### src/rtl/sargantana_icache_refill_unit.sv
// ============================================================================
//  Module      : sargantana_icache_refill_unit
//  Description : Icache miss-refill engine. It issues one L2 line request,
//                assembles the response beats into a line buffer, picks a
//                victim way and drives the array write and the checker fill.
//                Optional perf counters: SARGANTANA_ICACHE_REFILL_PERF_EN
//  Revision    : 1.0 - initial release
// ============================================================================
`default_nettype none

module sargantana_icache_refill_unit #(
    parameter int BEAT_WIDTH = 128,
    parameter int LINE_WIDTH = 256,
    parameter int N_WAY      = 4,
    parameter int TAG_W      = 20,
    parameter int IDX_W      = 6
) (
    input  logic                   clk_i,
    input  logic                   rst_i,
    input  logic                   miss_i,
    input  logic [TAG_W-1:0]       miss_tag_i,
    input  logic [IDX_W-1:0]       miss_idx_i,
    input  logic [N_WAY-1:0]       way_valid_i,
    input  logic                   kill_i,
    output logic                   l2_req_valid_o,
    input  logic                   l2_req_ready_i,
    output logic [TAG_W+IDX_W-1:0] l2_req_addr_o,
    input  logic                   l2_rsp_valid_i,
    input  logic [BEAT_WIDTH-1:0]  l2_rsp_data_i,
    output logic                   wr_en_o,
    output logic [N_WAY-1:0]       wr_way_o,
    output logic [IDX_W-1:0]       wr_idx_o,
    output logic [TAG_W-1:0]       wr_tag_o,
    output logic [LINE_WIDTH-1:0]  ifill_data_o,
    output logic                   ifill_valid_o,
`ifdef SARGANTANA_ICACHE_REFILL_PERF_EN
    output logic [31:0]            perf_refill_cnt_o,
    output logic [31:0]            perf_stall_cnt_o,
`endif
    output logic                   busy_o
);

    localparam int c_n_beats = LINE_WIDTH / BEAT_WIDTH;
    localparam int c_cnt_w   = (c_n_beats > 1) ? $clog2(c_n_beats) : 1;
    localparam int c_ptr_w   = (N_WAY > 1) ? $clog2(N_WAY) : 1;

    typedef enum logic [2:0] {
        S_IDLE = 3'd0,
        S_REQ  = 3'd1,
        S_WAIT = 3'd2,
        S_FILL = 3'd3,
        S_KILL = 3'd4
    } state_t;

    state_t                r_state;
    logic [TAG_W-1:0]      r_tag;
    logic [IDX_W-1:0]      r_idx;
    logic [N_WAY-1:0]      r_victim;
    logic                  r_use_rr;
    logic [c_ptr_w-1:0]    r_rr_ptr;
    logic [c_cnt_w-1:0]    r_beat_cnt;
    logic [LINE_WIDTH-1:0] r_line;

    logic                  w_any_invalid;
    logic [N_WAY-1:0]      w_free_way;
    logic [N_WAY-1:0]      w_rr_way;
    logic                  w_last_beat;

    // Scan downwards so the lowest invalid way is the one that sticks.
    always_comb begin
        w_any_invalid = 1'b0;
        w_free_way    = '0;
        for (int i = N_WAY - 1; i >= 0; i--) begin
            if (!way_valid_i[i]) begin
                w_any_invalid = 1'b1;
                w_free_way    = '0;
                w_free_way[i] = 1'b1;
            end
        end
    end

    always_comb begin
        w_rr_way           = '0;
        w_rr_way[r_rr_ptr] = 1'b1;
    end

    assign w_last_beat   = (r_beat_cnt == c_cnt_w'(c_n_beats - 1));
    assign l2_req_addr_o = {r_tag, r_idx};
    assign wr_tag_o      = r_tag;
    assign wr_idx_o      = r_idx;
    assign ifill_data_o  = r_line;

    always_ff @(posedge clk_i or posedge rst_i) begin
        if (rst_i) begin
            r_state        <= S_IDLE;
            r_tag          <= '0;
            r_idx          <= '0;
            r_victim       <= '0;
            r_use_rr       <= 1'b0;
            r_rr_ptr       <= '0;
            r_beat_cnt     <= '0;
            r_line         <= '0;
            l2_req_valid_o <= 1'b0;
            wr_en_o        <= 1'b0;
            ifill_valid_o  <= 1'b0;
            wr_way_o       <= '0;
            busy_o         <= 1'b0;
        end else begin
            wr_en_o       <= 1'b0;
            ifill_valid_o <= 1'b0;
            wr_way_o      <= '0;
            case (r_state)
                S_IDLE: begin
                    if (miss_i && !kill_i) begin
                        r_state        <= S_REQ;
                        l2_req_valid_o <= 1'b1;
                        busy_o         <= 1'b1;
                        r_tag          <= miss_tag_i;
                        r_idx          <= miss_idx_i;
                        r_victim       <= w_any_invalid ? w_free_way : w_rr_way;
                        r_use_rr       <= !w_any_invalid;
                    end
                end
                S_REQ: begin
                    // A handshake in the kill cycle still owes us beats to drain.
                    if (l2_req_ready_i) begin
                        l2_req_valid_o <= 1'b0;
                        r_state        <= kill_i ? S_KILL : S_WAIT;
                    end else if (kill_i) begin
                        l2_req_valid_o <= 1'b0;
                        busy_o         <= 1'b0;
                        r_state        <= S_IDLE;
                    end
                end
                S_WAIT: begin
                    if (l2_rsp_valid_i) begin
                        for (int k = 0; k < c_n_beats; k++) begin
                            if (r_beat_cnt == c_cnt_w'(k)) begin
                                r_line[k*BEAT_WIDTH +: BEAT_WIDTH] <= l2_rsp_data_i;
                            end
                        end
                        if (w_last_beat) begin
                            r_beat_cnt <= '0;
                            if (kill_i) begin
                                r_state <= S_IDLE;
                                busy_o  <= 1'b0;
                            end else begin
                                r_state       <= S_FILL;
                                wr_en_o       <= 1'b1;
                                ifill_valid_o <= 1'b1;
                                wr_way_o      <= r_victim;
                            end
                        end else begin
                            r_beat_cnt <= r_beat_cnt + 1'b1;
                            if (kill_i) begin
                                r_state <= S_KILL;
                            end
                        end
                    end else if (kill_i) begin
                        r_state <= S_KILL;
                    end
                end
                S_FILL: begin
                    r_state <= S_IDLE;
                    busy_o  <= 1'b0;
                    if (r_use_rr) begin
                        r_rr_ptr <= r_rr_ptr + 1'b1;
                    end
                end
                S_KILL: begin
                    if (l2_rsp_valid_i) begin
                        if (w_last_beat) begin
                            r_beat_cnt <= '0;
                            r_state    <= S_IDLE;
                            busy_o     <= 1'b0;
                        end else begin
                            r_beat_cnt <= r_beat_cnt + 1'b1;
                        end
                    end
                end
                default: begin
                    r_state        <= S_IDLE;
                    l2_req_valid_o <= 1'b0;
                    busy_o         <= 1'b0;
                end
            endcase
        end
    end

`ifdef SARGANTANA_ICACHE_REFILL_PERF_EN
    logic [31:0] r_refill_cnt;
    logic [31:0] r_stall_cnt;

    always_ff @(posedge clk_i or posedge rst_i) begin
        if (rst_i) begin
            r_refill_cnt <= '0;
            r_stall_cnt  <= '0;
        end else begin
            if ((r_state == S_FILL) && (r_refill_cnt != 32'hFFFF_FFFF)) begin
                r_refill_cnt <= r_refill_cnt + 32'd1;
            end
            if (busy_o && (r_stall_cnt != 32'hFFFF_FFFF)) begin
                r_stall_cnt <= r_stall_cnt + 32'd1;
            end
        end
    end

    assign perf_refill_cnt_o = r_refill_cnt;
    assign perf_stall_cnt_o  = r_stall_cnt;
`endif

endmodule

`default_nettype wire

### config.mk
export PLATFORM = sky130hd
export DESIGN_NAME = sargantana_icache_refill_unit
export DESIGN_NICKNAME = d
export VERILOG_FILES = /design/src/rtl/sargantana_icache_refill_unit.sv
export SDC_FILE = /design/constraint.sdc
export NUM_CORES = 1
export LEC_CHECK = 0
export ABC_AREA = 1
export BUFFER_PORTS_ARGS = -buffer_cell sky130_fd_sc_hd__buf_2
export CAP_MARGIN = 30
export CORE_AREA = 2 2 187 189
export DETAILED_ROUTE_END_ITERATION = 12
export DIE_AREA = 0 0 189 191
export GPL_TIMING_DRIVEN = 0
export SLEW_MARGIN = 25
export SYNTH_ARGS = -nofsm -noshare
export SYNTH_HDL_FRONTEND = slang
export SYNTH_SLANG_ARGS = --single-unit
### constraint.sdc
create_clock -name clk_i -period 21.8 [get_ports clk_i]
set_input_delay 4.36 -clock clk_i [delete_from_list [all_inputs] [get_ports clk_i]]
set_output_delay 4.36 -clock clk_i [all_outputs]
set_load 0.1 [all_outputs]
# Word-level counts from Yosys, hierarchy flattened
# Index checks and enable logic that the tools add are counted.
# op_classes
order_cmp,2
n_mux,42
addsub,2
multipliers,0
n_reduce_logical,15
shifts,0
div,0
eq_ne,11
bitwise,2
# ops
operator,n
2-to-1 mux 4 bit,9
2-to-1 mux 3 bit,9
2-to-1 mux 1 bit,19
"inequality test 2 bit, second input constant",6
one-hot mux 3 bit (4 select lines),1
AND reduction 3 bit,3
"== test 3 x 2 -> 1 bit, second input constant",2
AND reduction 2 bit,3
AND reduction 6 bit,1
one-hot mux 1 bit (4 select lines),1
AND reduction 4 bit,1
"== test 3 x 1 -> 1 bit, second input constant",1
"== test 3 bit, second input constant",1
logical NOT 3 bit,1
"< comparator 2 x 3 -> 1 bit, second input constant",1
"inequality test 3 bit, second input constant",1
one-hot mux 1 bit (3 select lines),1
OR reduction 3 bit,1
"adder 2 x 1 -> 2 bit, second input constant",1
demux 1 bit (select 2 bit),1
"greater-or-equal comparator 2 x 1 -> 1 bit, second input constant",1
logical AND 1 bit,2
logical NOT 1 bit,2
2-to-1 mux 2 bit,1
3 further kinds,4
# word_totals
latch_bits,0
inputBits,164
out_inout_bits,316
mem_bits_rw,0
reg_bits,300
rom_bits,0
n_memories,0

# Depth between registers and ports, before layout
# Gate-level depths: netlist of run 1.
# depth
ltp_word,5
ltp_mapped,8
depth_no_buf,8

# Worst setup path after synthesis of run 1
# No wires, ideal clock.
# synth_timing
path_kind,register -> output
startpoint,"register r_idx[0], in the netlist wr_idx_o[0]"
endpoint,output port wr_idx_o[0]
setup_slack_ns,16.100
arrival_ns,1.340
path_buffers,1
path_stages_with_launch,2
cell_sequence,dfrtp_1 buf_4
# synth_rtl
element,line_no,text
start: declaration,57,logic [IDX_W-1:0] r_idx;
start signal: assignment,119,r_idx <= miss_idx_i;
end: declaration,32,"output logic [IDX_W-1:0] wr_idx_o,"
# No word-level cell between the ends.

# Final worst setup path of run 1
# layout_timing
startpoint,"register r_tag[9], in the netlist wr_tag_o[9]"
endpoint,output port wr_tag_o[9]
# layout_rtl
element,line_no,text
start: declaration,56,logic [TAG_W-1:0] r_tag;
start signal: assignment,118,r_tag <= miss_tag_i;
end: declaration,33,"output logic [TAG_W-1:0] wr_tag_o,"
# No word-level cell between the ends.

==> results of run 1 <==
[per-stage QoR]
step,util (%),instances
floorplan,-,1194
CTS,46.0,2188
global placement,42.6,2128
global route,46.0,2190
finish,46.0,2191
detailed placement,42.8,2131
[registers in the layout, indices dropped and copies added, names as in the netlist]
| register | flops |
|---|---|
| r_use_rr | 1 |
| r_victim | 4 |
| ifill_data_o | 256 |
| wr_way_o | 4 |
| r_state | 3 |
| l2_req_valid_o | 1 |
| r_rr_ptr | 2 |
| ifill_valid_o | 1 |
| wr_idx_o | 6 |
| r_beat_cnt | 1 |
| wr_tag_o | 20 |
| busy_o | 1 |
[logic make-up (layout without fill, tap and decap cells)]
| group | after synthesis | count (layout) | synth area share, % |
|---|---|---|---|
| AO/OA/AOI/OAI | 268 | 268 | 11.7 |
| XOR/XNOR | 2 | 2 | 0.152 |
| adder cells (fa/ha/maj) | 4 | 4 | 0.433 |
| buffers and inverters | 233 | 772 | 9.78 |
| flip-flops | 300 | 300 | 64.9 |
| other | 0 | 3 | 0 |
| AND/OR/NAND/NOR | 387 | 387 | 13.0 |
[worst min path at each step]
stage | start | end
2_1_floorplan | r_use_rr | r_use_rr
3_3_place_gp | l2_req_valid_o | l2_req_valid_o
3_5_place_dp | l2_req_valid_o | l2_req_valid_o
4_1_cts | l2_req_valid_o | l2_req_valid_o
5_1_grt | l2_req_valid_o | l2_req_valid_o
6_report | l2_req_valid_o | l2_req_valid_o
[synthesized netlist by cell type, drive strengths merged]
cell    instances
nor3            1
a21oi           4
clkbuf          2
a21boi          2
nand3          14
dfrtp         300
nor2           14
ha              4
o31ai           1
inv           144
nand4           2
xor2            2
nand2         355
and3            1
buf            87
o21ai         261
[critical path, stage by stage (launching register included)]
cell and delay, ns:
dfrtp_1 0.40, buf_4 0.13, buf_2 0.41
[layout make-up]
class                   instances  area (um^2)  area share (%)
inverters                     144          548            3.49
diodes                          3         7.51          0.0478
well taps                     455          569            3.62
repair buffers                482         2480            15.8
plain buffers                  89          591            3.76
clock inverters                14          184            1.17
clock buffers                  43          901            5.73
multi-input cells             661         2920            18.6
flip-flops and latches        300         7510            47.8
[metal layers]
metal | part of all wire (%) | up-vias
met1 | 41 | 4670
met4 | 3.0 | 2
met3 | 7.4 | 68
met2 | 49 | 365
li1 | - | 4757
met5 | 0.035 | -
==> flow_summary.ini, run 1 <==
[synth]
synth_seq_cells = 300
synth_nets = 1362
synthTopCellsByArea = dfrtp_1 (65%), nand2_1 (12%), o21ai_1 (9.7%), inv_1 (4.6%), buf_4 (1.9%)
synth.distinct_cells = 23
synth_warnings = 0
synth_cells = 1194
ys_seq_area_share_pct = 64.9
netlist_area_um2 = 11600
synth_top_area_cell = dfrtp_1
avgSynthCellArea_um2 = 9.68
synth_top_area_share_pct = 64.9

[drt]
wl_mm = 37.0
viasPerCell = 4.50
drt_first_pass_iters = 5
vias = 9862
initialDrtViolationCount = 525
drc = 0
ant_nets = 0
wl_per_cell_um = 16.9

[clocking]
cts_hold_buf = 0
clockBufferDepth = 3
cts_setup_buffers = 0
clk_latency_ns = 0.55
cts_buffers = 31
cts.sinks = 300
htree_levels = 1
tritoncts = built
cts-root-buf = clkbuf_16
cts_resized = 0
clk_pin_slew_worst_paths_ns = 0.06

[final_layout]
drive_gt1_share_pct = 36.1
final_cell_mix = buf_2 (522), nand2_1 (355), dfrtp_1 (300), o21ai_1 (223), inv_1 (142)
final_common_cell = buf_2
fin_area_um2 = 15700
fin_nets = 1877
fill_cells = 3384
area_growth_syn_to_layout_pct = 35.9

[die]
start_util_pct = 33.9
core-area_um2 = 34100
core.rowCount = 68
die_h_um = 191
fp.dieArea_um2 = 36100
die_x_um = 189
ios = 480

[setup_path]
cp.arrival_ns = 1.48
r2r_cells = 7
path_class = reg2out
crit_start = wr_tag_o[9]
startpoint_type = flip-flop
r2r-end = ifill_data_o[129]
rrSetupSlack_ns = 20.05
cp_max_fo = 3
cp-end-kind = output pin
required_ns = 17.44
r2r-start = r_state[1]
endpoint = wr_tag_o[9]

[sta]
slew_violations = 0
rsz0062_at_grt = false
setup_viol = 0
timing.slew.headroom_pct = 57.4
post-route-min-period_ns = 5.84
layout_setup_ws_ns = 15.96
skew_ns = 0.00818
max_clock_freq_mhz = 171
fin_crit_sh_pct = 26.8
timing.hold.ws_ns = 0.476
tightestPinTransition_ns = 0.638
hold_violations = 0
fin_setup_tns_ns = 0

[placement]
place_congestion = 0.836
dp_worst_setup_slack_ns = 16.12
placed_area_um2 = 14600
dp_hpwl_mm = 27.5
port_buffers = 479

[grt]
track_usage_pct = 19.9
met3_usage_pct = 4.31
use_met2_pct = 33.7
grt_pass1_wl_mm = 56.4
grt_use_met1_pct = 25.5
grt_max_degree = 89
grt.overflow.total = 0
grt_pass1_vias = 9838
antenna_found_initial = 4
grt.busiest_layer = met2

[outcome]
outcome = finished, final reports clean

[min_path]
min_path_cells = 2
min_path_type = reg2reg

[flow_run]
maxCapViolCount = 0
Power of run 1 is not shown: default switching activity piles up to over one toggle a cycle in this logic, so the estimate is an artifact.
==> inputs of run 2 (changes only) <==
Settings changed: CORE_AREA 2 2 187 189 to 2 2 188 190, DIE_AREA 0 0 189 191 to 0 0 190 192.
Clock period 21.8 ns to 5.07 ns, I/O delays scaled along.
==> run 2 against run 1 <==
  * Die area up 1.1%
  * Largest cell class unchanged
  * Sequential share of layout area shrank 0.39 points
  * Clock skew about the same
  * Flip-flop and latch count did not move
  * Global-route usage fell by 0.13 points
  * Critical path type unchanged
  * Utilization grew 0.15 points
  * Setup slack worse by 13 ns
  * Hold slack got worse by 0.011 ns
  * Critical path depth unchanged
  * Non-clock buffer count rose by 8
==> flow_summary.ini, run 2 (synthesis results as in run 1) <==
[clocking]
cts_buffers = 31
tritoncts = built
cts_resized = 0
clk_pin_slew_worst_paths_ns = 0.06
cts_setup_buffers = 0
htree_levels = 1
clockBufferDepth = 3
cts_hold_buf = 0
clk_latency_ns = 0.56
cts.sinks = 300
cts-root-buf = clkbuf_16

[drt]
initialDrtViolationCount = 452
drc = 0
wl_mm = 37.2
viasPerCell = 4.55
wl_per_cell_um = 16.9
ant_nets = 0
vias = 9980
drt_first_pass_iters = 4

[die]
start_util_pct = 33.7
die_x_um = 190
core.rowCount = 68
die_h_um = 192
fp.dieArea_um2 = 36500
core-area_um2 = 34300
ios = 480

[setup_path]
cp-end-kind = output pin
r2r_cells = 6
required_ns = 4.06
r2r-end = ifill_data_o[177]
path_class = reg2out
startpoint_type = flip-flop
cp.arrival_ns = 1.49
rrSetupSlack_ns = 3.37
cp_max_fo = 3
r2r-start = r_state[2]

[placement]
dp_hpwl_mm = 28.3
place_congestion = 0.824
port_buffers = 479
dp_worst_setup_slack_ns = 2.37
dp_cells = 2139

[sta]
skew_ns = 0.00848
max_clock_freq_mhz = 399
fin_setup_tns_ns = 0
post-route-min-period_ns = 2.51
layout_setup_ws_ns = 2.56
fin_crit_sh_pct = 49.5
tightestPinTransition_ns = 0.674
rsz0062_at_grt = false
hold_violations = 0
timing.slew.headroom_pct = 55.4
setup_viol = 0
slew_violations = 0

[grt]
grt_max_degree = 33
grt_pass1_wl_mm = 56.4
grt.overflow.total = 0
track_usage_pct = 19.8
antenna_found_initial = 2
grt_pass1_vias = 9924

[final_layout]
area_growth_syn_to_layout_pct = 37.0
final_cell_mix = buf_2 (522), nand2_1 (355), dfrtp_1 (300), o21ai_1 (223), inv_1 (142)
fin_nets = 1885
drive_gt1_share_pct = 36.2
largest_reg_flops = 256
ff_latch_area_um2 = 7510
fill_cells = 3321
instances_no_fill = 2195
multi_input_area_um2 = 2920
fin_util_pct = 46.2
final_common_cell = buf_2

[outcome]
outcome = finished, final reports clean

[min_path]
min_path_type = in2async

[flow_run]
maxCapViolCount = 0
## run 2: changes by cell type in the layout (fill, tap and decap cells not counted)
cell | previous run | this run
buf_12 | 0 | 9
clkinv_2 | 6 | 4
clkinvlp_4 | 3 | 1
inv_8 | 2 | 0
buf_16 | 3 | 2
clkbuf_1 | 6 | 7
clkbuf_8 | 8 | 9
diode_2 | 3 | 2
inv_6 | 0 | 1
## run 2: worst max-delay path by stage
stage,startpoint,end,depth (start not counted)
global placement,rst_i,ifill_data_o[237],2
CTS,wr_tag_o[10],wr_tag_o[10],2
detailed placement,rst_i,ifill_data_o[237],8
global route,wr_tag_o[10],wr_tag_o[10],2
finish,wr_tag_o[10],wr_tag_o[10],2
floorplan,rst_i,busy_o,1
## run 2: cell type report
class	count	share of cell area (%)
Antenna cell	2	0.0316
Multi-Input combinational cell	661	18.5
Inverter	144	3.44
Timing Repair Buffer	490	16.6
Sequential cell	300	47.4
Clock buffer	45	5.80
Clock inverter	9	0.940
Buffer	89	3.73
Tap cell	455	3.59
## run 2: critical path: stages, from the launching register on
cell	delay (ns)
dfrtp_1	0.40
buf_4	0.13
buf_2	0.41
## run 2: metrics by stage
step / cell area [um^2] / hold WS [ns]
CTS: 15800 / 0.449
global placement: 14500 / 0.455
floorplan: 11600 / 0.450
finish: 15800 / 0.464
global route: 15800 / 0.477
detailed placement: 14800 / 0.468
## run 2: layer usage
metal	global-route usage, %	vias to the layer above	share of wire, %	wire [um]
met1	24.8	4763	41	15100
met5	0	-	0.073	27
met2	33.4	363	48	17800
li1	-	4772	-	-
met3	4.90	78	7.6	2820
met4	6.77	4	3.7	1380
Power of run 2 is left out for the same reason.
